===== src/rtl/capture_dma_sequencer.sv =====
// Capture-then-DMA sequencer: decimated BRAM capture of DEPTH samples, then one DMA kick.
// Optional DMA-phase watchdog enabled by defining SEQ_DMA_TIMEOUT_EN.
module capture_dma_sequencer #(
  parameter int DEPTH          = 16384,
  parameter int ADDR_W         = 14,
  parameter int TIMEOUT_CYCLES = 1048576
) (
  input  logic              aclk,
  input  logic              rst_ni,
  input  logic              arm_i,
  input  logic              abort_i,
  input  logic              trig_mode_i,
  input  logic              trig_i,
  input  logic [15:0]       decim_i,
  output logic              bram_we_o,
  output logic [ADDR_W-1:0] bram_waddr_o,
  output logic              dma_start_o,
  input  logic              dma_engaged_i,
  input  logic              dma_finished_i,
  output logic              busy_o,
  output logic              done_o,
  output logic              error_o,
  output logic [2:0]        state_o
);

  localparam logic [2:0] S_IDLE    = 3'd0;
  localparam logic [2:0] S_ARMED   = 3'd1;
  localparam logic [2:0] S_CAPTURE = 3'd2;
  localparam logic [2:0] S_KICK    = 3'd3;
  localparam logic [2:0] S_WAIT    = 3'd4;
  localparam logic [2:0] S_DONE    = 3'd5;
  localparam logic [2:0] S_ERROR   = 3'd6;

  logic [2:0]        state_q, state_d;
  logic              arm_q;
  logic [15:0]       dec_q, dec_d;
  logic [ADDR_W-1:0] addr_q, addr_d;
  logic              engaged_q, engaged_d;
  logic              arm_edge, wr_now, wr_last, rearm;

`ifdef SEQ_DMA_TIMEOUT_EN
  localparam int TMO_W = $clog2(TIMEOUT_CYCLES + 1);
  logic [TMO_W-1:0] tmo_q, tmo_d;
`endif

  assign arm_edge = arm_i & ~arm_q;
  assign wr_now   = (state_q == S_CAPTURE) && (dec_q == 16'd0);
  assign wr_last  = wr_now && (addr_q == ADDR_W'(DEPTH - 1));
  assign rearm    = (state_q == S_IDLE || state_q == S_DONE || state_q == S_ERROR)
                    && (state_d == S_ARMED);

  always_ff @(posedge aclk or negedge rst_ni) begin
    if (!rst_ni) begin
      state_q   <= S_IDLE;
      arm_q     <= 1'b0;
      dec_q     <= '0;
      addr_q    <= '0;
      engaged_q <= 1'b0;
`ifdef SEQ_DMA_TIMEOUT_EN
      tmo_q     <= '0;
`endif
    end else begin
      state_q   <= state_d;
      arm_q     <= arm_i;
      dec_q     <= dec_d;
      addr_q    <= addr_d;
      engaged_q <= engaged_d;
`ifdef SEQ_DMA_TIMEOUT_EN
      tmo_q     <= tmo_d;
`endif
    end
  end

  always_comb begin
    state_d = state_q;
    case (state_q)
      S_IDLE:         if (arm_edge && !abort_i) state_d = S_ARMED;
      S_DONE, S_ERROR: if (arm_edge) state_d = S_ARMED;
      S_ARMED: begin
        if (abort_i)                       state_d = S_IDLE;
        else if (!trig_mode_i || trig_i)   state_d = S_CAPTURE;
      end
      S_CAPTURE: begin
        if (abort_i)      state_d = S_IDLE;
        else if (wr_last) state_d = S_KICK;
      end
      S_KICK: state_d = S_WAIT;
      S_WAIT: begin
        // Completion needs an engaged pulse from this run; a leftover finished is ignored.
        if (engaged_q && dma_finished_i) state_d = S_DONE;
`ifdef SEQ_DMA_TIMEOUT_EN
        else if (tmo_q == TMO_W'(TIMEOUT_CYCLES - 1)) state_d = S_ERROR;
`endif
      end
      default: state_d = S_IDLE;
    endcase
  end

  always_comb begin
    dec_d     = dec_q;
    addr_d    = addr_q;
    engaged_d = engaged_q;
`ifdef SEQ_DMA_TIMEOUT_EN
    tmo_d     = tmo_q;
`endif
    if (rearm) begin
      dec_d  = '0;
      addr_d = '0;
    end
    case (state_q)
      S_CAPTURE: begin
        // >= keeps the counter bounded if decim_i shrinks below the running count
        dec_d = (dec_q >= decim_i) ? 16'd0 : dec_q + 16'd1;
        if (wr_now) addr_d = wr_last ? '0 : addr_q + ADDR_W'(1);
      end
      S_KICK: begin
        engaged_d = 1'b0;
`ifdef SEQ_DMA_TIMEOUT_EN
        tmo_d     = '0;
`endif
      end
      S_WAIT: begin
        engaged_d = engaged_q | dma_engaged_i;
`ifdef SEQ_DMA_TIMEOUT_EN
        tmo_d     = tmo_q + TMO_W'(1);
`endif
      end
      default: ;
    endcase
  end

  always_comb begin
    bram_we_o    = (state_q == S_CAPTURE) && (dec_q == 16'd0);
    bram_waddr_o = addr_q;
    dma_start_o  = (state_q == S_KICK);
    busy_o       = (state_q == S_ARMED) || (state_q == S_CAPTURE) ||
                   (state_q == S_KICK)  || (state_q == S_WAIT);
    done_o       = (state_q == S_DONE);
`ifdef SEQ_DMA_TIMEOUT_EN
    error_o      = (state_q == S_ERROR);
`else
    error_o      = 1'b0;
`endif
    state_o      = state_q;
  end

endmodule


===== config.mk =====
export PLATFORM = sky130hd
export DESIGN_NAME = capture_dma_sequencer
export DESIGN_NICKNAME = d
export VERILOG_FILES = /design/src/rtl/capture_dma_sequencer.sv
export SDC_FILE = /design/constraint.sdc
export NUM_CORES = 1
export LEC_CHECK = 0
export ABC_AREA = 1
export CORE_ASPECT_RATIO = 1.2
export CORE_MARGIN = 2
export CORE_UTILIZATION = 35
export CTS_BUF_LIST = sky130_fd_sc_hd__clkbuf_4 sky130_fd_sc_hd__clkbuf_8 sky130_fd_sc_hd__clkbuf_16
export CTS_CLUSTER_DIAMETER = 200
export DETAILED_ROUTE_END_ITERATION = 6
export PLACE_DENSITY_LB_ADDON = 0.25
export REMOVE_ABC_BUFFERS = 1
export SYNTH_ARGS = -nofsm -noshare
export SYNTH_HDL_FRONTEND = slang
export SYNTH_SLANG_ARGS = --single-unit

===== constraint.sdc =====
create_clock -name aclk -period 2.06 [get_ports aclk]
set_input_delay 0.206 -clock aclk [delete_from_list [all_inputs] [get_ports aclk]]
set_output_delay 0.206 -clock aclk [all_outputs]
set_load 0.005 [all_outputs]

==> flow_summary.toml <==
[sta]
hold_slack_ns = 0.338
finalSetupTns_ns = 0
layout_min_cycle_time_ns = 1.96
slew_viol_final = 0
timing.fmax_mhz = 509
fin_ws_ns = 0.0952
finalHoldViolCount = 0
finalSetupViolations = 0
fin_skew_ns = 0.00425
finalCritPeriodShare = 0.954

[setup_path]
required_ns = 1.85
critPathMaxStageDelay_ns = 0.49
crit_family = "buffers and inverters"
crit_type = "flip-flop to primary output"
critPathArrivalTime_ns = 1.76
worstPathMaxFanout = 9
slowest_stage = "clkdlybuf4s50_1"
start_kind = "flip-flop"
end_kind = "primary output"
worst-path-buf-inv = 4
crit_chain = "inv_2, nand2_1, nor2_4, buf_6, inv_2, nand3_1, clkdlybuf4s50_1"
crit_path_frequent_cell = "inv_2"

[hold_path]
min_path_type = "primary input to async pin"

[logic_synthesis]
ys_seq_elements = 35
synth_compound_area_frac = 0.0726
synthArstFlopShare = 1.00
synth_top_family_by_area = "simple AND/OR/NAND/NOR gates"
synth-simple-area-share = 0.405
synth_area_mm2 = 0.00286
synth.most_common_cell = "nand2_1"
synth_edf_count = 0
synthMuxAreaShare = 0
syn_area_per_cell_um2 = 7.32
synth_xor_xnor_area_share = 0.0337
synth_cell_type_count = 37
yosys-top-cells-area = "dfrtp_1, nand2_1, nand3_2"
netlist_instances = 391
yosysWarningCount = 0
synth-main-ff-cell = "dfrtp_1"
yosys.area.top_type_share = 0.306
synth_adder_area_share = 0.0830
synth_seq_area_share = 0.306
synth_area_leader_cell = "dfrtp_1"
synth_commonest_cells = "nand2_1, inv_1, nor2_1"

[die]
core_mm2 = 0.00802
start_util = 0.357
die_height_um = 103
fp.dieW_um = 86.6
boundaryPins = 46
placementRows = 36
die_area_mm2 = 0.00892

[cts]
postCtsHoldBufs = 0
clock_path_buffers = 2
clock_latency_ns = 0.29
cts_tree = "built"
htreeDepth = 2
clock-sinks = 35
cts_made_buffers = 5
clkTransAtPathRegs_ns = 0.07
cts_root_buf = "clkbuf_8"

[placement]
io_buffer_count = 44
hpwlAfterDp_um = 5210
gp_congestion = 0.853
place_area_mm2 = 0.00347
dpl_worst_slack_ns = -0.0941

[power_and_ir_drop]
ir_worst_vdd_mv = 0.365
p_sw_mw = 1.15
power_leakage_nw = 1.75
pwr-share-seq = 0.353
p_clk_frac = 0.174
power_frac_comb = 0.474
switching_share = 0.416
power_density_mw_per_mm2 = 764
p_int_mw = 1.61

[grt]
gr-total-overflow = 0
grt_pass1_wl_um = 12000
first_global_vias = 2762
antenna_found_initial = 0
grt_use_total = 0.167
grt_max_degree = 36

[finish]
finalCoreUtilization = 0.451
fill_cells = 831
syn2layout_area_growth_pct = 26.2
drive_above_1_share = 0.158
num-nets-final = 493
num_antenna_cells = 0
stdcell_area_mm2 = 0.00361

[drt]
ant_nets = 0
wire_per_inst_um = 13.4
drtPass1Iterations = 4
drc = 0
vias_per_cell = 5.09
via_count = 2771
drtIter0Drc = 123
wirelength_um = 7290

[status]
status = "finished, final reports clean"

[job]
drv_cap = 0
==> routing by layer <==
layer / track usage / wire length (µm)
met4: 0.0709 / 177
met3: 0.0272 / 375
met5: 0 / 0
met2: 0.305 / 3660
met1: 0.193 / 3080
==> metrics by stage <==
stage / std cells / power [mW]
6_report: 544 / 2.76
4_1_cts: 541 / 2.62
2_1_floorplan: 379 / 1.58
3_5_place_dp: 535 / 2.09
3_3_place_gp: 535 / 2.08
5_1_grt: 544 / 2.97
==> cell usage in the layout (no fill, tap or decap), types with 2 or more instances in the layout <==
master / instances
buf_4: 18
nand3b_1: 4
or2_2: 2
xor2_1: 10
nor3_1: 10
nand2_1: 83
dfrtp_1: 34
nor2_1: 39
nor2_2: 3
o21bai_1: 2
nand3_1: 30
clkdlybuf4s50_1: 43
clkbuf_8: 5
ha_1: 18
a31oi_1: 3
nand2_8: 2
nand3_2: 27
inv_1: 49
nand4_1: 14
nor2_4: 3
o21ai_0: 10
inv_2: 4
a21oi_1: 17
nor3_2: 2
==> power groups by stage <==
stage	registers, mW	logic (mW)	clock network [mW]
global route	0.994	1.45	0.523
global placement	0.972	1.11	0
floorplan	0.963	0.617	0
detailed placement	0.975	1.12	0
CTS	0.967	1.15	0.497
finish	0.973	1.31	0.480
==> path summary, 6_finish.rpt <==
check                                      start                         to  slack [ns]  cells past startpoint
min in group aclk                          arm_i            arm_q$_DFF_PN0_        0.39                      1
setup reg to reg           dec_q[15]$_DFFE_PN0P_       dec_q[9]$_DFFE_PN0P_        0.15                      8
hold / removal                            rst_ni  bram_waddr_o[4]$_DFF_PN0_        0.34                      2
setup / recovery            state_o[0]$_DFF_PN0_                     busy_o         0.1                      7
hold reg to reg            engaged_q$_DFFE_PN0P_      engaged_q$_DFFE_PN0P_        0.52                      1
max in group asynchronous                 rst_ni       state_o[1]$_DFF_PN0_        1.38                      2
==> state kept, by name (all words and copies together), names as in the netlist <==
signal	count
engaged_q	1
state_o	3
arm_q	1
dec_q	16
bram_waddr_o	14
==> final cells by class <==
class	instances	area (µm²)	area share
clock buffers	6	76.3	0.0211
repair buffers	63	586	0.162
well taps	95	119	0.0329
multi-input cells	292	1760	0.486
inverters	53	199	0.0551
flip-flops and latches	35	877	0.243
==> timing repair <==
action,4_1_cts,5_1_grt
gates cloned,0,1
pin swaps,0,1
gates resized for setup,5,9
endpoints found under the setup margin,27,31
setup buffers,0,2
==> cells by family (layout without fill, tap and decap cells) <==
| group | count (synthesis) | count (layout) |
|---|---|---|
| compound gates | 37 | 37 |
| xor+xnor | 11 | 11 |
| fa+ha+maj | 19 | 19 |
| buf+inv | 65 | 122 |
| flops | 35 | 35 |
| other cells | 1 | 1 |
| simple gates | 223 | 224 |
Note: power is estimated with default switching activity, not from simulation.
